[config.mk]
export PLATFORM = sky130hd
export DESIGN_NAME = fixed_pt_dot_accumulator
export DESIGN_NICKNAME = d
export VERILOG_FILES = /design/src/rtl/fixed_pt_dot_accumulator.sv
export SDC_FILE = /design/constraint.sdc
export NUM_CORES = 1
export LEC_CHECK = 0
export ABC_CLOCK_PERIOD_IN_PS = 4900
export BUFFER_PORTS_ARGS = -buffer_cell sky130_fd_sc_hd__buf_2
export CAP_MARGIN = 10
export CORE_MARGIN = 2
export CORE_UTILIZATION = 35
export DETAILED_ROUTE_END_ITERATION = 10
export GPL_TIMING_DRIVEN = 0
export SYNTH_ARGS = -nofsm -noshare
export SYNTH_HDL_FRONTEND = slang
export SYNTH_SLANG_ARGS = --single-unit
[constraint.sdc]
create_clock -name clk_i -period 4.9 [get_ports clk_i]
set_clock_uncertainty 0.15 [all_clocks]
set_input_delay 0.49 -clock clk_i [delete_from_list [all_inputs] [get_ports clk_i]]
set_output_delay 0.49 -clock clk_i [all_outputs]
set_load 0.02 [all_outputs]
[src/rtl/fixed_pt_dot_accumulator.sv]
// fixed_pt_dot_accumulator
// Sums VECTOR_LENGTH signed fixed-point products into a widened accumulator and
// presents the result, clamped back to OPERAND_WIDTH, behind a valid/ready
// output handshake. Only the final sum is clamped; partial sums ride in the
// guard bits and can never wrap.

module fixed_pt_dot_accumulator #(
  parameter int OPERAND_WIDTH = 24,
  parameter int DECIMAL_PLACE = 12,
  parameter int VECTOR_LENGTH = 3,
  parameter int GUARD_BITS    = 4
) (
  input  logic                     clk_i,
  input  logic                     rst_i,
  input  logic                     abort_i,
  input  logic                     in_valid_i,
  output logic                     in_ready_o,
  input  logic [OPERAND_WIDTH-1:0] in_product_i,
  output logic                     out_valid_o,
  input  logic                     out_ready_i,
  output logic [OPERAND_WIDTH-1:0] out_sum_o,
  output logic                     out_saturated_o
);

  // Accumulator carries GUARD_BITS extra MSBs so a full vector cannot wrap.
  localparam int ACC_W = OPERAND_WIDTH + GUARD_BITS;

  // Element counter is at least one bit wide so VECTOR_LENGTH == 1 still works.
  localparam int CNT_W = (VECTOR_LENGTH > 1) ? $clog2(VECTOR_LENGTH) : 1;

  localparam logic [CNT_W-1:0] LAST_IDX = CNT_W'(VECTOR_LENGTH - 1);

  // Clamp values: largest positive and most negative OPERAND_WIDTH numbers.
  localparam logic [OPERAND_WIDTH-1:0] SAT_POS = {1'b0, {(OPERAND_WIDTH-1){1'b1}}};
  localparam logic [OPERAND_WIDTH-1:0] SAT_NEG = {1'b1, {(OPERAND_WIDTH-1){1'b0}}};

  // Elaboration-time sanity checks on the parameter set. The fractional bit
  // count does not affect the arithmetic (products already share one format),
  // so it only has to describe a sensible format.
  if (VECTOR_LENGTH < 1) begin : g_bad_len
    $error("VECTOR_LENGTH must be at least 1");
  end
  if (GUARD_BITS < 1 || (1 << GUARD_BITS) < VECTOR_LENGTH) begin : g_bad_guard
    $error("GUARD_BITS too small to hold VECTOR_LENGTH products without wrap");
  end
  if (DECIMAL_PLACE < 0 || DECIMAL_PLACE >= OPERAND_WIDTH) begin : g_bad_frac
    $error("DECIMAL_PLACE must lie inside OPERAND_WIDTH");
  end

  typedef enum logic {
    ST_ACCUM = 1'b0,
    ST_DONE  = 1'b1
  } state_e;

  state_e                     state_q, state_d;
  logic signed [ACC_W-1:0]    acc_q, acc_d;
  logic [CNT_W-1:0]           count_q, count_d;
  logic [OPERAND_WIDTH-1:0]   out_sum_q, out_sum_d;
  logic                       out_sat_q, out_sat_d;

  logic signed [OPERAND_WIDTH-1:0] product_s;
  logic signed [ACC_W-1:0]         product_ext;
  logic signed [ACC_W-1:0]         acc_sum;
  logic [GUARD_BITS:0]             acc_top;
  logic                            sum_fits;
  logic [OPERAND_WIDTH-1:0]        sat_sum;
  logic                            sat_flag;

  // Handshake outputs decode straight from the registered state, so there is
  // no combinational path from out_ready_i to in_ready_o.
  assign in_ready_o      = (state_q == ST_ACCUM);
  assign out_valid_o     = (state_q == ST_DONE);
  assign out_sum_o       = out_sum_q;
  assign out_saturated_o = out_sat_q;

  // Sign-extend the incoming product and form the candidate running sum.
  always_comb begin
    product_s   = in_product_i;
    product_ext = ACC_W'(product_s);
    acc_sum     = acc_q + product_ext;
  end

  // Clamp the candidate sum: it fits only if every bit above the result's
  // sign bit matches that sign bit.
  always_comb begin
    acc_top  = acc_sum[ACC_W-1:OPERAND_WIDTH-1];
    sum_fits = (&acc_top) | ~(|acc_top);
    sat_sum  = acc_sum[OPERAND_WIDTH-1:0];
    sat_flag = 1'b0;
    if (!sum_fits) begin
      sat_flag = 1'b1;
      sat_sum  = acc_sum[ACC_W-1] ? SAT_NEG : SAT_POS;
    end
  end

  // Next-state logic: abort wins over any same-cycle transfer, otherwise
  // accumulate in ACCUM and hold the result in DONE until it is taken.
  always_comb begin
    state_d   = state_q;
    acc_d     = acc_q;
    count_d   = count_q;
    out_sum_d = out_sum_q;
    out_sat_d = out_sat_q;

    if (abort_i) begin
      state_d = ST_ACCUM;
      acc_d   = '0;
      count_d = '0;
    end else begin
      case (state_q)
        ST_ACCUM: begin
          if (in_valid_i) begin
            acc_d = acc_sum;
            if (count_q == LAST_IDX) begin
              count_d   = '0;
              state_d   = ST_DONE;
              out_sum_d = sat_sum;
              out_sat_d = sat_flag;
            end else begin
              count_d = count_q + CNT_W'(1);
            end
          end
        end
        ST_DONE: begin
          if (out_ready_i) begin
            acc_d   = '0;
            state_d = ST_ACCUM;
          end
        end
        default: begin
          state_d = ST_ACCUM;
          acc_d   = '0;
          count_d = '0;
        end
      endcase
    end
  end

  // State registers; reset discards any partial or pending result.
  always_ff @(posedge clk_i or posedge rst_i) begin
    if (rst_i) begin
      state_q   <= ST_ACCUM;
      acc_q     <= '0;
      count_q   <= '0;
      out_sum_q <= '0;
      out_sat_q <= 1'b0;
    end else begin
      state_q   <= state_d;
      acc_q     <= acc_d;
      count_q   <= count_d;
      out_sum_q <= out_sum_d;
      out_sat_q <= out_sat_d;
    end
  end

endmodule
## Yosys cells after proc, flatten, opt, wreduce, memory -nomap -nowiden

Index checks and enable logic that the tools add are counted.

- Output and inout port bits: 27
- Bits in registers: 56
- Input port bits: 29
- Logic and storage cells: 37

- Equal/unequal tests: 4
- Bitwise logic cells: 4
- Multiplexer cells: 16
- Reductions and logical operators: 6
- $add $sub $neg: 2

Operators by type and width:

| kind | number |
|---|---|
| 28-bit 2-to-1 mux | 3 |
| 28-bit case mux with 2 select lines | 1 |
| 24-bit 2-to-1 mux | 2 |
| 28-bit by 24-bit adder with 28-bit output | 1 |
| 2-bit 2-to-1 mux | 4 |
| 3-bit inequality test (second input constant) | 2 |
| 1-bit 2-to-1 mux | 5 |
| 5-bit AND reduction | 1 |
| 5-bit OR reduction | 1 |
| 2-bit AND reduction | 2 |
| 4-bit AND reduction | 1 |
| 1-bit NOT | 3 |
| 2-bit by 1-bit adder with 2-bit output (second input constant) | 1 |
| 2-bit == test (second input constant) | 1 |
| 2-bit inequality test (second input constant) | 1 |
| 1-bit case mux with 2 select lines | 1 |
| 2-bit nonzero test | 1 |
| 1-bit OR | 1 |

## Longest topological paths before layout

- Depth in word-level cells: 5
- Depth in mapped cells: 12
- Gate-level depth less buffers: 11

## Worst setup path after synthesis

Ideal clock, no wire load.

- Kind: input port to flip-flop
- Start point: input port in_product_i[1]
- End point: register out_sum_q[7] (netlist: out_sum_o[7])
- Buffers on the path: 1
- Data required time: 4.624 ns
- Stages on the path: 11
- Path slack: 1.443 ns
- Setup time: 0.126 ns
- Data arrival time: 3.181 ns
- Cells stage by stage: ha_1 a211o_1 a211oi_2 and4bb_1 or4b_4 a221oi_2 xnor2_1 nand2b_4 o21ai_1 buf_4 a221o_1

- Longest elaborated chain between the ends: 5
- Elaborated cells between the ends (all ways): 7
- Classes of those cells: add/sub (1); mux (2); bitwise (2); reduce/logical (2)

RTL lines:

| element | RTL line | source |
|---|---|---|
| start, declared | 18 | `input logic [OPERAND_WIDTH-1:0] in_product_i,` |
| 28-bit by 24-bit adder with 28-bit output * | 80 | `acc_sum = acc_q + product_ext;` |
| 5-bit OR reduction | 87 | `sum_fits = (&acc_top) \| ~(\|acc_top);` |
| 1-bit NOT | 87 |  |
| 1-bit OR | 87 |  |
| 24-bit 2-to-1 mux * | 90 | `if (!sum_fits) begin` |
| end signal, assigned | 151 | `out_sum_q <= out_sum_d;` |
| end, declared | 58 | `logic [OPERAND_WIDTH-1:0] out_sum_q, out_sum_d;` |

Every way passes the cells marked *; elsewhere a longest branch is shown, timed or not.
A chain may end at the register's enable or synchronous reset.

## Worst setup path in the final report

- Start point: register acc_q[0]
- End point: register out_sum_q[11] (netlist: out_sum_o[11])

- Longest elaborated chain between the ends: 5
- Elaborated cells between the ends (all ways): 7
- Classes of those cells: add/sub (1); mux (2); bitwise (2); reduce/logical (2)

RTL lines:

| element | RTL line | source |
|---|---|---|
| start, declared | 56 | `logic signed [ACC_W-1:0] acc_q, acc_d;` |
| start signal, assigned | 143 | `acc_q <= '0;` |
| start signal, assigned | 149 | `acc_q <= acc_d;` |
| 28-bit by 24-bit adder with 28-bit output * | 80 |  |
| 5-bit OR reduction | 87 |  |
| 1-bit NOT | 87 |  |
| 1-bit OR | 87 |  |
| 24-bit 2-to-1 mux * | 90 |  |

Marked as above.

==> results.yml <==
routing:
  vias: 3078
  first_pass_iters: 4
  first_iter_violations: 97
  drt.antenna.violating_nets: 0
  wl_mm: 9.01
  drc_errors: 0
  via_per_inst: 5.51
  wl_per_cell_microns: 16.1
yosys:
  synth_edf_count: 0
  ys.flop_type: "dfrtp_1"
  syn_nets: 416
  synth_area_leaders: "dfrtp_1 (39%), ha_1 (9.3%), a22o_1 (5.8%), a221o_1 (5.5%), a21o_1 (3.7%)"
  syn_area_sq_um: 3630
  syn-instance-count: 359
  synth_area_per_cell_sq_um: 10.1
  synth_top_area_share_pct: 38.6
  yosysSeqAreaShare_pct: 38.6
  yosysUniqueCellTypes: 52
  synth_warnings: 0
  ys_ff_latch: 56
  synth_top_cell_by_area: "dfrtp_1"
  synthArstFlopShare_pct: 100
global_routing:
  antenna_found_initial: 0
  grt_pass1_vias: 2961
  grtUsageTotal_pct: 16.8
  grt_pass1_wl_mm: 15.1
  grt_overflow_total: 0
  grt_max_degree: 30
setup_path:
  crit_path_cell_trace: "ha_1, fa_1, a211o_1, a211oi_1, o21ai_1, o2bb2ai_1, a21oi_1, xnor2_1, nand4_1, o21ai_1, buf_4, a221o_1"
  required_ns: 5.01
  arrival_ns: 3.89
  end_kind: "flop"
  crit_slowest_cell: "fa_1"
  critPathMaxStageDelay_ns: 0.43
  cp_top_family: "compound AO/OA/AOI/OAI gates"
  worstPathBufferInverterCount: 1
  cp_max_fo: 10
  crit_path_start_kind: "flop"
  path_class: "reg2reg"
  path_common_cell: "o21ai_1"
timing:
  final.min_clock_period_ns: 3.78
  setup_viol: 0
  fin_tns_setup_ns: 0
  finalHoldViolCount: 0
  relSlewSlack_pct: 50.1
  max_freq_mhz: 265
  worst_pin_slew_ns: 0.747
  rsz0062_at_grt: "no"
  slew_viol_final: 0
  fin_crit_sh_pct: 77.1
floorplanning:
  placeableCoreArea_sq_um: 10200
  die_area_sq_um: 11200
  fp.dieW_microns: 106
  fp-row-count: 37
  start_util_pct: 35.6
  boundaryPins: 56
  die_y_microns: 106
run_status:
  status: "finished, final reports clean"
final_layout:
  multi_input_area_sq_um: 2110
  layout-drive-gt1-share_pct: 18.9
  nNetsFinal: 479
  fin_area_sq_um: 4190
  antenna_cells: 0
  fillers: 1040
  seq_area_sq_um: 1400
  syn2layout_area_growth_pct: 15.4
clock_tree:
  cts_hold_buf: 0
  cts.sinks: 56
  cts_resized: 0
  postCtsSetupBuffers: 0
  clk-insertion-delay-late_ns: 0.32
  numCtsBuffers: 5
  htreeDepth: 2
  clk_pin_slew_ns: 0.11
  cts_tree: "built"
  cts_root_buf: "clkbuf_8"
  cts_buffer_depth: 2
run:
  drv_cap: 0
placed_design:
  io_buffer_count: 55
  placed_cell_area_sq_um: 4100
  place.gp.congestion: 0.867
  dp_hpwl_mm: 6.98
hold_path:
  worst_hold_path_type: "in2async"
power_and_ir_drop:
  power.density_nw_per_um2: 430
  vdd_drop_max_mv: 0.199
  leakage_nw: 2.11
==> state kept, by name, summed over array words and instances, names as in the netlist <==
signal and cells:
out_valid_o 1, out_saturated_o 1, out_sum_o 24, acc_q 28
count_q 2
==> logic make-up after synthesis <==
kind of cell               Yosys count  share of synthesized area [%]
DFF                                 56                           38.6
and+or+nand+nor                     80                           12.0
muxes                                1                          0.310
AOI/OAI and AO/OA                  144                           29.7
adders and majority gates           28                           9.86
buffers and inverters               25                           3.24
xor gates and xnor gates            25                           6.24
==> worst register-to-register path, cell delays in order, from the launching register on <==
cell	delay (ns)
dfrtp_1	0.40
ha_1	0.22
fa_1	0.43
a211o_1	0.31
a211oi_1	0.36
o21ai_1	0.20
o2bb2ai_1	0.24
a21oi_1	0.25
xnor2_1	0.25
nand4_1	0.26
o21ai_1	0.24
buf_4	0.24
a221o_1	0.18
==> per-stage QoR <==
stage | utilization [%] | total power [mW] | cells | hold slack (ns) | setup WS [ns]
after detailed placement | 40.2 | 1.54 | 551 | 0.321 | 0.887
final | 41.1 | 1.80 | 559 | 0.0781 | 1.12
after global routing | 41.1 | 1.93 | 559 | 0.104 | 0.828
after floorplan | - | 1.30 | 359 | 0.304 | 1.44
after CTS | 41.1 | 1.82 | 559 | 0.0916 | 1.08
after global placement | 40.0 | 1.53 | 550 | 0.321 | 0.881
==> routing by layer <==
metal / track usage (%) / vias up / routed length (microns)
met5: 0 / - / 0
met1: 24.0 / 1492 / 4370
met2: 26.5 / 73 / 4140
met3: 2.60 / 7 / 414
li1: - / 1506 / -
met4: 4.23 / 0 / 84
==> final timing paths <==
check	start	endpoint	slack (ns)	depth (start not counted)
max	acc_q[0]	out_sum_o[11]	1.12	12
min	rst_i	out_sum_o[0]	0.08	2
max reg2reg	acc_q[0]	out_sum_o[11]	1.12	12
min reg2reg	out_saturated_o	out_saturated_o	0.34	1
max in group asynchronous	rst_i	out_sum_o[15]	3.95	3
min in group clk_i	out_ready_i	out_valid_o	0.20	2
==> placed cells by master (no fill, tap or decap), types with 5 or more instances in the layout <==
cell | synthesis | layout
buf_2 | 1 | 56
dfrtp_1 | 56 | 56
ha_1 | 27 | 27
nand2_1 | 26 | 26
a21oi_1 | 25 | 25
a22o_1 | 24 | 24
a221o_1 | 20 | 20
a21o_1 | 18 | 18
nor2_1 | 15 | 15
clkbuf_1 | 14 | 14
xnor2_1 | 14 | 14
o21ai_0 | 13 | 13
xor2_1 | 10 | 10
a211o_1 | 8 | 8
a31oi_1 | 8 | 8
nand4_1 | 6 | 6
nor3_1 | 6 | 6
inv_1 | 6 | 5
and3_1 | 5 | 5
clkbuf_8 | 0 | 5
==> final cells by class <==
cell class / count / share of cell area (%)
Inverter: 6 / 0.537
Tap cell: 136 / 4.06
Clock inverter: 3 / 0.627
Sequential cell: 56 / 33.4
Timing Repair Buffer: 56 / 7.05
Buffer: 19 / 2.27
Clock buffer: 5 / 1.64
Multi-Input combinational cell: 278 / 50.4
==> where the power goes <==
group          leakage [nW]  total, mW  switching, mW  internal, mW
logic                  1.33      0.856          0.496         0.360
clock network        0.0491      0.278          0.172         0.106
registers             0.732      0.668         0.0753         0.593
==> cells in the mapped netlist (all sizes together) (4+ instances only) <==
cell type,number
xnor2,14
a22o,24
inv,6
o21ai,17
dfrtp,56
a21o,18
xor2,11
nand4,6
a221o,20
nand2,26
a211o,8
clkbuf,14
a211oi,4
nand3,4
nor3,6
ha,27
a31oi,8
o211ai,4
buf,5
and3,5
nor2,16
a21oi,25
Note: power is estimated with default switching activity, not from simulation.
